===== src/rtl/musa_loader_pkg.sv =====
// musa_loader_pkg: loader FSM states and command byte encodings.
package musa_loader_pkg;
    typedef enum logic [1:0] {S_CMD, S_HDR, S_DATA, S_CSUM} state_t;
    localparam logic [7:0] CMD_LOAD_I = 8'h01;
    localparam logic [7:0] CMD_LOAD_D = 8'h02;
    localparam logic [7:0] CMD_RUN    = 8'h03;
    function automatic logic is_load(input logic [7:0] b);
        return b == CMD_LOAD_I || b == CMD_LOAD_D;
    endfunction
endpackage


===== src/rtl/musa_prog_loader_if.sv =====
// musa_prog_loader_if: host byte stream in, memory write port and core control out.
interface musa_prog_loader_if #(parameter int ADDR_WIDTH = 16, parameter int DATA_WIDTH = 32);
    logic [7:0]            in_data;
    logic                  in_valid;
    logic                  in_ready;
    logic                  imem_we;
    logic                  dmem_we;
    logic [ADDR_WIDTH-1:0] mem_addr;
    logic [DATA_WIDTH-1:0] mem_wdata;
    logic                  cpu_rst_n;
    logic                  busy;
    logic                  err;
    modport master (output in_data, in_valid,
                    input in_ready, imem_we, dmem_we, mem_addr, mem_wdata, cpu_rst_n, busy, err);
    modport slave (input in_data, in_valid,
                   output in_ready, imem_we, dmem_we, mem_addr, mem_wdata, cpu_rst_n, busy, err);
endinterface


===== src/rtl/musa_word_packer.sv =====
// musa_word_packer: assembles big-endian words from bytes, pulses word_valid the cycle after byte 4.
module musa_word_packer #(parameter int DATA_WIDTH = 32) (
    input  logic                  clk,
    input  logic                  rst,
    input  logic                  byte_valid,
    input  logic [7:0]            byte_in,
    output logic                  word_last,
    output logic                  word_valid,
    output logic [DATA_WIDTH-1:0] word
);
    logic [DATA_WIDTH-9:0] sh;
    logic [1:0]            bc;
    assign word_last = bc == 2'd3;
    always_ff @(posedge clk) begin
        if (rst) begin
            sh         <= '0;
            bc         <= '0;
            word_valid <= 1'b0;
            word       <= '0;
        end else begin
            word_valid <= byte_valid && word_last;
            if (byte_valid) begin
                sh <= {sh[DATA_WIDTH-17:0], byte_in};
                bc <= bc + 2'd1;
                if (word_last) word <= {sh, byte_in};
            end
        end
    end
endmodule


===== src/rtl/musa_prog_loader.sv =====
// musa_prog_loader: parses load/run byte frames and writes imem/dmem while holding the core in reset.
// Optional trailing XOR checksum byte enabled by defining MUSA_LOADER_CSUM_EN.
module musa_prog_loader
    import musa_loader_pkg::*;
#(
    parameter int DATA_WIDTH = 32,
    parameter int ADDR_WIDTH = 16,
    parameter int CNT_WIDTH  = 16
) (
    input logic              clk,
    input logic              rst,
    musa_prog_loader_if.slave bus
);
`ifdef MUSA_LOADER_CSUM_EN
    localparam state_t S_END = S_CSUM;
    logic [7:0] csum;
`else
    localparam state_t S_END = S_CMD;
`endif
    state_t                state, state_n;
    logic [1:0]            hcnt;
    logic [23:0]           hdr;
    logic [ADDR_WIDTH-1:0] waddr;
    logic [CNT_WIDTH-1:0]  cnt;
    logic                  is_d, run, err, acc, word_last, word_valid;
    logic [15:0]           hdr_cnt;
    assign acc           = bus.in_valid;
    assign hdr_cnt       = {hdr[7:0], bus.in_data};
    assign bus.in_ready  = 1'b1;
    assign bus.imem_we   = word_valid && !is_d;
    assign bus.dmem_we   = word_valid && is_d;
    assign bus.cpu_rst_n = !rst && run;
    assign bus.busy      = state != S_CMD;
    assign bus.err       = err;
    musa_word_packer #(.DATA_WIDTH(DATA_WIDTH)) u_packer (
        .clk       (clk),
        .rst       (rst),
        .byte_valid(acc && state == S_DATA),
        .byte_in   (bus.in_data),
        .word_last (word_last),
        .word_valid(word_valid),
        .word      (bus.mem_wdata)
    );
    always_comb begin
        state_n = state;
        case (state)
            S_CMD:  if (acc && is_load(bus.in_data)) state_n = S_HDR;
            S_HDR:  if (acc && hcnt == 2'd3) state_n = hdr_cnt == '0 ? S_END : S_DATA;
            S_DATA: if (acc && word_last && cnt == CNT_WIDTH'(1)) state_n = S_END;
            default: if (acc) state_n = S_CMD;
        endcase
    end
    always_ff @(posedge clk) begin
        if (rst) begin
            state    <= S_CMD;
            hcnt     <= '0;
            hdr      <= '0;
            waddr    <= '0;
            cnt      <= '0;
            is_d     <= 1'b0;
            run      <= 1'b0;
            err      <= 1'b0;
            bus.mem_addr <= '0;
`ifdef MUSA_LOADER_CSUM_EN
            csum     <= '0;
`endif
        end else begin
            state <= state_n;
            if (acc) begin
                case (state)
                    S_CMD: begin
                        // loads re-halt the core; RUN releases it; anything else is flagged
                        if (is_load(bus.in_data)) begin
                            is_d <= bus.in_data == CMD_LOAD_D;
                            run  <= 1'b0;
                            err  <= 1'b0;
`ifdef MUSA_LOADER_CSUM_EN
                            csum <= '0;
`endif
                        end else if (bus.in_data == CMD_RUN) begin
                            run <= 1'b1;
                            err <= 1'b0;
                        end else err <= 1'b1;
                    end
                    S_HDR: begin
                        hcnt <= hcnt + 2'd1;
                        hdr  <= {hdr[15:0], bus.in_data};
                        if (hcnt == 2'd3) begin
                            waddr <= ADDR_WIDTH'(hdr[23:8]);
                            cnt   <= CNT_WIDTH'(hdr_cnt);
                        end
                    end
                    S_DATA: begin
`ifdef MUSA_LOADER_CSUM_EN
                        csum <= csum ^ bus.in_data;
`endif
                        if (word_last) begin
                            bus.mem_addr <= waddr;
                            waddr        <= waddr + ADDR_WIDTH'(1);
                            cnt          <= cnt - CNT_WIDTH'(1);
                        end
                    end
                    default: begin
`ifdef MUSA_LOADER_CSUM_EN
                        if (bus.in_data != csum) err <= 1'b1;
`endif
                    end
                endcase
            end
        end
    end
endmodule

===== src/flat_wrapper.sv =====
// flat-port wrapper written by rule: the top's interface ports become plain ports
module musa_prog_loader_flat import musa_loader_pkg::*;
#(
    parameter int DATA_WIDTH = 32,
    parameter int ADDR_WIDTH = 16,
    parameter int CNT_WIDTH  = 16
)
  (clk, rst, bus_in_data, bus_in_valid, bus_in_ready, bus_imem_we, bus_dmem_we, bus_mem_addr, bus_mem_wdata, bus_cpu_rst_n, bus_busy, bus_err);
  musa_prog_loader_if #(.ADDR_WIDTH(ADDR_WIDTH), .DATA_WIDTH(DATA_WIDTH)) bus_i ();
  input logic clk;
  input logic rst;
  input wire logic [$bits(bus_i.in_data)-1:0] bus_in_data;
  input wire logic [$bits(bus_i.in_valid)-1:0] bus_in_valid;
  output wire logic [$bits(bus_i.in_ready)-1:0] bus_in_ready;
  output wire logic [$bits(bus_i.imem_we)-1:0] bus_imem_we;
  output wire logic [$bits(bus_i.dmem_we)-1:0] bus_dmem_we;
  output wire logic [$bits(bus_i.mem_addr)-1:0] bus_mem_addr;
  output wire logic [$bits(bus_i.mem_wdata)-1:0] bus_mem_wdata;
  output wire logic [$bits(bus_i.cpu_rst_n)-1:0] bus_cpu_rst_n;
  output wire logic [$bits(bus_i.busy)-1:0] bus_busy;
  output wire logic [$bits(bus_i.err)-1:0] bus_err;
  assign bus_i.in_data = bus_in_data;
  assign bus_i.in_valid = bus_in_valid;
  assign bus_in_ready = bus_i.in_ready;
  assign bus_imem_we = bus_i.imem_we;
  assign bus_dmem_we = bus_i.dmem_we;
  assign bus_mem_addr = bus_i.mem_addr;
  assign bus_mem_wdata = bus_i.mem_wdata;
  assign bus_cpu_rst_n = bus_i.cpu_rst_n;
  assign bus_busy = bus_i.busy;
  assign bus_err = bus_i.err;
  musa_prog_loader #(.DATA_WIDTH(DATA_WIDTH), .ADDR_WIDTH(ADDR_WIDTH), .CNT_WIDTH(CNT_WIDTH)) u_core (.clk(clk), .rst(rst), .bus(bus_i));
endmodule

===== config.mk =====
export PLATFORM = sky130hd
export DESIGN_NAME = musa_prog_loader_flat
export DESIGN_NICKNAME = d
export VERILOG_FILES = /design/src/rtl/musa_loader_pkg.sv /design/src/rtl/musa_prog_loader_if.sv /design/src/rtl/musa_word_packer.sv /design/src/rtl/musa_prog_loader.sv /design/src/flat_wrapper.sv
export SDC_FILE = /design/constraint.sdc
export NUM_CORES = 1
export LEC_CHECK = 0
export CAP_MARGIN = 10
export CORE_MARGIN = 3
export CORE_UTILIZATION = 35
export DETAILED_ROUTE_END_ITERATION = 7
export RECOVER_POWER = 50
export REMOVE_ABC_BUFFERS = 1
export SYNTH_ARGS = -nofsm -noshare
export SYNTH_HDL_FRONTEND = slang
export SYNTH_SLANG_ARGS = --single-unit

===== constraint.sdc =====
create_clock -name clk -period 5.2 [get_ports clk]
set_clock_uncertainty 0.2 [all_clocks]
set_input_delay 1.56 -clock clk [delete_from_list [all_inputs] [get_ports clk]]
set_output_delay 1.56 -clock clk [all_outputs]
set_load 0.02 [all_outputs]

==> summary.txt <==
Setup Buffers After CTS -> 0
Pin count of the biggest net entering global routing -> 87
FF-to-FF path depth -> 8
RSZ-0062 raised after global routing -> no
Die Area -> 18300 um2
Clock Path Buffers -> 2
CTS H-Tree Depth -> 4
Pint -> 1.90 mW
Synth Flop Type -> dfxtp_1
Main combinational cell family by area after synthesis -> simple AND/OR/NAND/NOR gates
Final hold vios -> 0
Core area -> 16100 um2
Highest Clock Rate -> 234 MHz
Reg clk slew, reported paths -> 60 ps
Crit path kind -> in2reg
#FFs+latches synth -> 138
Min setup slack post-route -> 920 ps
Tcrit/Tclk final -> 82.3%
Max-cap violation count -> 1
Post-cts gate resize count -> 0
Worst R2R Setup Slack -> 2120 ps
DRT iter0 DRCs -> 294
Antenna Nets Post-Route -> 0
Worst Hold Endpoint -> u_core.bus.mem_addr[10]
WP data arrival -> 4310 ps
Slowest CP cell -> clkbuf_2
Final instance area -> 7210 um2
Pre-antenna DRT Iters -> 5
CTS sink count -> 138
Vias per cell -> 5.08
Hold depth -> 2
Number of buffers inserted by port buffering -> 63
Skew-Pair Late Insertion Delay -> 420 ps
Post-synthesis cell area -> 5850 um2
First-pass GRT wire length -> 24000 um
Root buf cell -> clkbuf_16
Vias in the first global route -> 4909
Vias -> 5219
Cell Area, Placed -> 6590 um2
Met2 Use GR -> 25.2%
GRT busiest layer -> met2
Drt drc -> 0
Num rows -> 46
Pwr dens -> 333 nW/um2
Simple-gate share of the synthesized area -> 24.8%
RePlAce Congestion -> 0.808
Routed wire per std cell -> 13.9 um
Seq pwr share -> 44.2%
Max transition margin -> -18.5%
Sequential fraction of the synthesis area -> 47.2%
Initial antenna violation count -> 0
Mux cell area share after synthesis -> 0.556%
R2R Path End -> u_core.u_packer.word[3]
Crit path max fanout -> 86
Boundary pin count -> 65
Final number of setup-violating endpoints -> 0
Die W -> 135 um
Final Slew Violations -> 87
Post-Synth Adder-Cell Area -> 1.71%
Share of layout cells above drive strength 1 -> 6.29%
CP Launch Type -> input pin
Commonest non-fill, non-tap cell in the layout -> nand2_1
Reg2reg start -> u_core.state[0]
Initial Util -> 36.3%
Grt total ovfl -> 0
Hold Path Class -> reg2reg
Diode count -> 0
Synth cell types -> 54
Number of flops mapped to enable cells by yosys -> 0
Die H -> 135 um
Area Growth Syn to Fin -> 23.1%
Post-CTS Hold Fix Bufs -> 0
Hold_ws -> 248 ps
Failing checks -> capacitance limit, slew limit
Clk pwr share -> 53.6%
CTS Buf Count -> 17
Min-Delay Startpoint -> u_core.bus.mem_addr[10]
TritonCTS clock tree -> yes
Final period demand of the worst path -> 4280 ps
Leak -> 2.52 nW
Outcome -> finished, violations left
CP required -> 5230 ps
Switching Fraction -> 20.9%
CP endpoint kind -> flip-flop
Cell count after synthesis -> 767
Placed wire-length estimate -> 8870 um
Syn. warnings -> 0
Place WS -> 965 ps
Gate power share -> 2.3%
Compound-Gate Fraction of Synth Area -> 20.8%
Worst slew pin tran -> 1780 ps
Global routing usage on met1 -> 21.9%
Post-Synth XOR/XNOR Area -> 0.449%
Worst path cell trace -> buf_4 > clkbuf_2 > clkbuf_2 > o32ai_1
Worst VDD drop -> 237 uV
Crit path largest cell delay -> 1400 ps
GR Util met3 -> 4.38%
Mean Syn Cell Area -> 7.63 um2
P_sw -> 503 uW
GRT Util Overall -> 16.2%
FFs w/ async S/R, synth -> 0%
Crit path top cell by count -> clkbuf_2
Final WL -> 14200 um
Most frequent cells in the layout -> nand2_1 (228), dfxtp_1 (138), a21oi_1 (131)
Nets -> 817
TNS Setup -> 0 ps
==> through the flow <==
| stage | power [mW] | instances | util [%] |
|---|---|---|---|
| floorplan | 1.10 | 709 | - |
| global placement | 1.14 | 995 | 40.9 |
| detailed placement | 1.14 | 995 | 40.9 |
| CTS | 2.43 | 1027 | 44.8 |
| global route | 2.47 | 1027 | 44.7 |
| finish | 2.40 | 1027 | 44.7 |
==> layout make-up <==
class	instances	area [um2]
flip-flops and latches	138	2760
inverters	11	41.3
clock inverters	12	170
multi-input cells	560	2830
well taps	216	270
repair buffers	70	672
fillers	1677	8910
clock buffers	20	457
==> cell usage after synthesis, types with 2 or more instances <==
| library cell | count | area (um2) |
|---|---|---|
| a211oi_1 | 7 | 52.6 |
| a21oi_1 | 131 | 656 |
| a221oi_1 | 2 | 17.5 |
| a22oi_1 | 3 | 22.5 |
| a31o_2 | 2 | 17.5 |
| a31oi_1 | 3 | 18.8 |
| a41oi_1 | 2 | 17.5 |
| and2_1 | 5 | 31.3 |
| and3_1 | 8 | 50.1 |
| and4_1 | 3 | 26.3 |
| buf_1 | 5 | 18.8 |
| clkbuf_1 | 52 | 195 |
| dfxtp_1 | 138 | 2760 |
| ha_1 | 8 | 100 |
| inv_1 | 11 | 41.3 |
| mux2_2 | 2 | 22.5 |
| nand2_1 | 229 | 860 |
| nand2b_1 | 3 | 18.8 |
| nand3_1 | 7 | 35.0 |
| nand3b_1 | 3 | 22.5 |
| nand4_1 | 9 | 56.3 |
| nand4b_1 | 2 | 17.5 |
| nor2_1 | 29 | 109 |
| nor2b_1 | 9 | 56.3 |
| nor3_1 | 13 | 65.1 |
| nor4_1 | 6 | 37.5 |
| o211ai_1 | 2 | 15.0 |
| o21ai_0 | 32 | 160 |
| o21bai_1 | 2 | 15.0 |
| o22ai_1 | 6 | 37.5 |
| o2bb2ai_1 | 3 | 26.3 |
| o31a_1 | 2 | 17.5 |
| o31ai_1 | 2 | 15.0 |
| o32ai_1 | 2 | 17.5 |
| or2_2 | 2 | 12.5 |
| or3_1 | 2 | 12.5 |
| xnor2_1 | 3 | 26.3 |
==> power groups by stage <==
stage	Combinational, mW	Clock [mW]	Sequential (mW)
after floorplan	0.0156	0	1.08
after global placement	0.0565	0	1.08
after detailed placement	0.0562	0	1.08
after CTS	0.0563	1.31	1.06
after global routing	0.0610	1.35	1.06
final	0.0549	1.29	1.06
==> routing by layer <==
metal / vias up / routed length [um]
met1: 2429 / 6980
met2: 86 / 6520
met4: 0 / 183
met5: - / 0
met3: 12 / 559
li1: 2692 / -
==> how the worst max path moves through the flow <==
| stage | from | end | cells after the start | slack, ps |
|---|---|---|---|---|
| after floorplan | u_core.state[0] | u_core.bus.mem_addr[0] | 6 | 1480 |
| final | rst | u_core.waddr[12] | 4 | 920 |
| after detailed placement | rst | bus_cpu_rst_n | 3 | 960 |
| after global placement | rst | bus_cpu_rst_n | 3 | 960 |
| after CTS | rst | bus_cpu_rst_n | 3 | 960 |
| after global routing | rst | u_core.waddr[12] | 4 | 540 |
==> registers in the layout, summed over array words and instances, names as in the netlist, 16 cells and up <==
register / count
u_core.bus.mem_addr: 16
u_core.u_packer.word: 32
u_core.waddr: 16
u_core.hdr: 24
u_core.u_packer.sh: 24
u_core.cnt: 16
==> worst max-delay path, delay by kind of cell <==
| family | cells | cell delay, ps |
|---|---|---|
| compound gates | 1 | 260 |
| buf+inv | 3 | 2390 |
==> kinds of logic (layout without fill, tap and decap cells) <==
| group | after synthesis | count (layout) |
|---|---|---|
| AOI/OAI and AO/OA | 211 | 211 |
| muxes | 3 | 3 |
| other | 1 | 1 |
| buffers and inverters | 69 | 113 |
| xor gates and xnor gates | 3 | 3 |
| DFF | 138 | 138 |
| and+or+nand+nor | 334 | 334 |
| adders and majority gates | 8 | 8 |
(Power assumes the default switching activity.)
